<file path="src/rtl/modport_bridge.sv">
`default_nettype none
// ============================================================================
//  Module   : modport_bridge
//  Purpose  : AHB-Lite slave to APB master bridge. Each accepted AHB transfer
//             becomes one APB SETUP/ACCESS sequence. The AHB data phase is
//             stalled via hreadyouts until the APB slave completes. Read data
//             and the OKAY/ERROR response are returned to the AHB side.
//  Ports    : clock, reset            - clock, synchronous active-high reset
//             haddrs/hsels/hwrites/htranss/hsizes/hbursts/hreadys/hwdatas
//                                     - AHB-Lite slave request side
//             hreadyouts/hresps/hrdatas - AHB-Lite slave response side
//             psel/penable/pwrite/paddr/pwdata - APB master request side
//             prdata/pslverr/pready   - APB master response side
//  Revision : 1.0 - initial release
// ============================================================================
module modport_bridge (
    input  logic        clock,
    input  logic        reset,
    input  logic [31:0] haddrs,
    input  logic        hsels,
    input  logic        hwrites,
    input  logic [1:0]  htranss,
    input  logic [2:0]  hsizes,
    input  logic [2:0]  hbursts,
    input  logic        hreadys,
    input  logic [31:0] hwdatas,
    input  logic [31:0] prdata,
    input  logic        pslverr,
    input  logic        pready,
    output logic        hreadyouts,
    output logic [1:0]  hresps,
    output logic [31:0] hrdatas,
    output logic        psel,
    output logic        penable,
    output logic        pwrite,
    output logic [31:0] paddr,
    output logic [31:0] pwdata
);

    typedef enum logic [2:0] {
        S_IDLE   = 3'd0,
        S_WDATA  = 3'd1,
        S_SETUP  = 3'd2,
        S_ACCESS = 3'd3,
        S_DONE   = 3'd4,
        S_ERR1   = 3'd5,
        S_ERR2   = 3'd6
    } state_t;

    state_t      r_state;
    state_t      w_next;
    logic [31:0] r_addr;
    logic        r_write;
    logic        w_idle_like;
    logic        w_acc;
    logic        w_bad_size;
    logic        w_unused;

    // Burst type carries no meaning here: every beat is an independent transfer.
    assign w_unused = ^hbursts;

    // States in which a new address phase may be accepted (AHB sees ready).
    assign w_idle_like = (r_state == S_IDLE) || (r_state == S_DONE) || (r_state == S_ERR2);
    assign w_acc       = w_idle_like & hsels & hreadys & htranss[1];
    assign w_bad_size  = (hsizes > 3'b010);

    always_comb begin
        w_next = r_state;
        case (r_state)
            S_IDLE, S_DONE, S_ERR2: begin
                if (w_acc) begin
                    if (w_bad_size)   w_next = S_ERR1;
                    else if (hwrites) w_next = S_WDATA;
                    else              w_next = S_SETUP;
                end else begin
                    w_next = S_IDLE;
                end
            end
            S_WDATA:  w_next = S_SETUP;
            S_SETUP:  w_next = S_ACCESS;
            S_ACCESS: begin
                if (pready) w_next = pslverr ? S_ERR1 : S_DONE;
            end
            S_ERR1:   w_next = S_ERR2;
            default:  w_next = S_IDLE;
        endcase
    end

    always_ff @(posedge clock) begin
        if (reset) begin
            r_state <= S_IDLE;
            r_addr  <= 32'h0;
            r_write <= 1'b0;
            paddr   <= 32'h0;
            pwrite  <= 1'b0;
            pwdata  <= 32'h0;
            hrdatas <= 32'h0;
        end else begin
            r_state <= w_next;
            if (w_acc) begin
                r_addr  <= haddrs;
                r_write <= hwrites;
            end
            // A read goes straight from the address phase into SETUP, so the
            // APB address must come from the bus itself in that case; a write
            // enters SETUP from WDATA and uses the latched copy.
            if (w_next == S_SETUP) begin
                paddr  <= w_acc ? haddrs  : r_addr;
                pwrite <= w_acc ? hwrites : r_write;
            end
            if (r_state == S_WDATA) begin
                pwdata <= hwdatas;
            end
            if ((r_state == S_ACCESS) && pready && !pslverr && !pwrite) begin
                hrdatas <= prdata;
            end
        end
    end

    // Control outputs decode directly from the state register.
    assign psel       = (r_state == S_SETUP) || (r_state == S_ACCESS);
    assign penable    = (r_state == S_ACCESS);
    assign hreadyouts = w_idle_like;
    assign hresps     = {1'b0, (r_state == S_ERR1) || (r_state == S_ERR2)};

endmodule
`default_nettype wire

</file>
<file path="config.mk">
export PLATFORM = sky130hd
export DESIGN_NAME = modport_bridge
export DESIGN_NICKNAME = d
export VERILOG_FILES = /design/src/rtl/modport_bridge.sv
export SDC_FILE = /design/constraint.sdc
export NUM_CORES = 1
export LEC_CHECK = 0
export CORE_MARGIN = 8
export CORE_UTILIZATION = 49
export CTS_CLUSTER_SIZE = 40
export DETAILED_ROUTE_END_ITERATION = 10
export PLACE_DENSITY = 0.86
export SLEW_MARGIN = 20
export SYNTH_ARGS = -nofsm -noshare
export SYNTH_HDL_FRONTEND = slang
export SYNTH_SLANG_ARGS = --single-unit
export TNS_END_PERCENT = 30
</file>
<file path="constraint.sdc">
create_clock -name clock -period 2.9 [get_ports clock]
set_clock_uncertainty 0.1 [all_clocks]
set_input_delay 0.87 -clock clock [delete_from_list [all_inputs] [get_ports clock]]
set_output_delay 0.87 -clock clock [all_outputs]
set_load 0.02 [all_outputs]
</file>
==> flow_summary.ini <==
[status]
outcome = completed

[placed_design]
portBuffers = 207
place_inst = 992
place_congestion = 0.775
post-place-ws_ps = 248
dp_hpwl_um = 12900
post_dp_cell_area_mm2 = 0.00809

[power_and_ir_drop]
peakVddDrop_mv = 0.428
p_per_area_mw_per_mm2 = 536
p_int_mw = 3.53
p_sw_mw = 1.14
leakagePower_nw = 2.93
p_sw_share_pct = 24.4
finalPower_mw = 4.66
p_seq_share_pct = 40.9
clockPowerShare_pct = 46.8
p_comb_share_pct = 12.3

[setup_path]
critPathMaxFanout = 15
worstPathCellList = xor2_1 -> and2_1 -> clkdlybuf4s50_1
path_class = reg2out
crit_path_max_incr_delay_ps = 620
r2r_cells = 4
r2r-end = pwdata[21]
endpoint_kind = output pin
crit_start = r_state[0]
crit_buf_inv = 1
required_ps = 1930
crit_slowest_cell = clkdlybuf4s50_1
crit_arrival_ps = 1850
r2r_setup_slack_ps = 700
rr_startpoint = r_state[0]
crit_path_start_kind = flip-flop
path_delay_family = buffers and inverters

[clocking]
htreeDepth = 4
clk_latency_ps = 410
path_clk_slew_ps = 60
cts_max_path_buffers = 2
tritoncts = done
numClockSinks = 133
clockRootBuffer = clkbuf_16
post-cts-setup-buffer-count = 0
numCtsBuffers = 17

[yosys]
synth_edf_count = 0
synthCells = 694
ys_types = 30
async_flop_share_pct = 0
synthTopCellsByCount = dfxtp_1 (133), a21oi_1 (99), nand2_1 (65)
yosysWarnings = 0
synth_area_leader_cell = dfxtp_1
synth.most_common_cell = dfxtp_1
synth_area_leaders = dfxtp_1 (45%), mux2i_1 (11%), a21oi_1 (8.3%)
synth_ff_type = dfxtp_1
avgSynthCellArea_um2 = 8.57
synth-seq-cells = 133
ys_seq_area_share_pct = 44.7
synth_area_mm2 = 0.00595
synthesis.nets = 805
synth_top_area_share_pct = 44.7

[sta]
tightest_slew_ps = 668
max_freq_mhz = 355
rsz0062_at_grt = no
post-route-period-util_pct = 97.1
setup_tns_ps = 0
relSlewSlack_pct = 55.5
setup_viol = 0
drv_slew = 0
layout_setup_ws_ps = 84.6
min_period_ps = 2820
hold_viol_final = 0

[finish]
diodes = 0
drive_above_1_share_pct = 6.61
final_cell_count_no_fill = 1024
area_growth_pct = 46.2
fin_nets = 975
design_area_mm2 = 0.00870
final.fill_count = 892

[route]
drt_pre_antenna_iters = 5
routed_wl_um = 19300
wl_per_cell_um = 18.8
route.detailed.drc = 0
first_iter_violations = 363
ant_nets = 0
vias = 5797
viasPerCell = 5.66

[die]
core_area_mm2 = 0.0119
start_util_pct = 50.0
core.rowCount = 40
die_h_um = 126
die_w_um = 126
ios = 213
dieArea_mm2 = 0.0159

[worst_hold_path]
hold_class = reg2reg
min_to = pwdata[19]
hold_depth = 2
holdCritStartpoint = pwdata[19]

[job]
cap_violations = 0

[grt]
grtUsageTotal_pct = 23.5
grt_max_degree = 78
grt_pass1_wl_um = 30600
grt-ovfl-total = 0
grt_pass1_vias = 6093
antenna_found_initial = 0
==> through the flow <==
| step | util [%] | hold slack, ps |
|---|---|---|
| 3_5_place_dp | 67.9 | 347 |
| 4_1_cts | 73.0 | 355 |
| 5_1_grt | 73.0 | 375 |
| 3_3_place_gp | 67.9 | 341 |
| 2_1_floorplan | - | 344 |
| 6_report | 73.0 | 355 |
==> metal layers <==
metal  share of wire [%]  global-route usage (%)
met1                  39                    25.7
met2                  51                    41.1
met3                 7.0                    6.50
met4                 2.3                    11.8
met5                   0                       0
==> what timing repair did <==
action,in CTS,in global routing
hold buffers,0,0
endpoints found under the setup margin,2,2
resized for setup,1,2
==> logic make-up after synthesis <==
| group | Yosys count | synth area share, % |
|---|---|---|
| simple gates | 248 | 22.7 |
| compound gates | 170 | 15.9 |
| flops | 133 | 44.7 |
| buf+inv | 77 | 5.66 |
| mux | 64 | 10.8 |
| xor+xnor | 1 | 0.147 |
| other cells | 1 | 0.0630 |
==> cells in the final DEF (no fill, tap or decap), drive strengths merged, types with 2 or more instances in the layout <==
cell type,Yosys,final
clkdlybuf4s50,0,204
dfxtp,133,133
a21oi,99,99
nand2,65,65
nor2b,64,64
mux2i,64,64
nand2b,34,34
nand4,34,34
nand3,33,33
o31ai,33,33
o21ai,32,32
clkbuf,53,20
buf,22,20
clkinv,0,7
nor2,5,5
nor4,3,3
bufinv,0,3
nor3b,2,2
a211oi,2,2
or3b,2,2
o21a,2,2
nand3b,2,2
clkinvlp,0,2
dlymetal6s2s,0,2
inv,2,2
==> how the worst max path moves through the flow <==
stage | endpoint | cells after the start
2_1_floorplan | hreadyouts | 6
3_3_place_gp | paddr[19] | 6
3_5_place_dp | paddr[0] | 6
4_1_cts | psel | 3
5_1_grt | hresps[0] | 3
6_report | hresps[0] | 3
==> flip-flops by register name (all words and copies together) (netlist names) <==
name     cells
pwrite       1
r_addr      32
pwdata      32
r_write      1
hrdatas     32
r_state      3
paddr       32
==> power by group through the flow <==
| stage | clock network [mW] | logic (mW) | registers, mW |
|---|---|---|---|
| detailed placement | 0 | 0.569 | 1.94 |
| global route | 2.30 | 0.614 | 1.91 |
| global placement | 0 | 0.556 | 1.94 |
| finish | 2.18 | 0.575 | 1.91 |
| floorplan | 0 | 0.256 | 1.97 |
| CTS | 2.21 | 0.573 | 1.90 |
==> final cells by class <==
class / instances / area [um2] / area share (%)
clock inverter: 12 / 155 / 1.78
sequential: 133 / 2670 / 30.6
multi-input combinational: 484 / 2960 / 34.1
clock buffer: 20 / 447 / 5.13
timing repair buffer: 226 / 2280 / 26.2
inverter: 2 / 7.51 / 0.0863
tap: 147 / 184 / 2.11
==> worst reg2reg max path, cell delays in order (launching register included) <==
cell	delay [ps]
dfxtp_2	510
buf_4	400
or3b_2	790
nand2_1	180
a21oi_1	90
(Power assumes the default switching activity.)
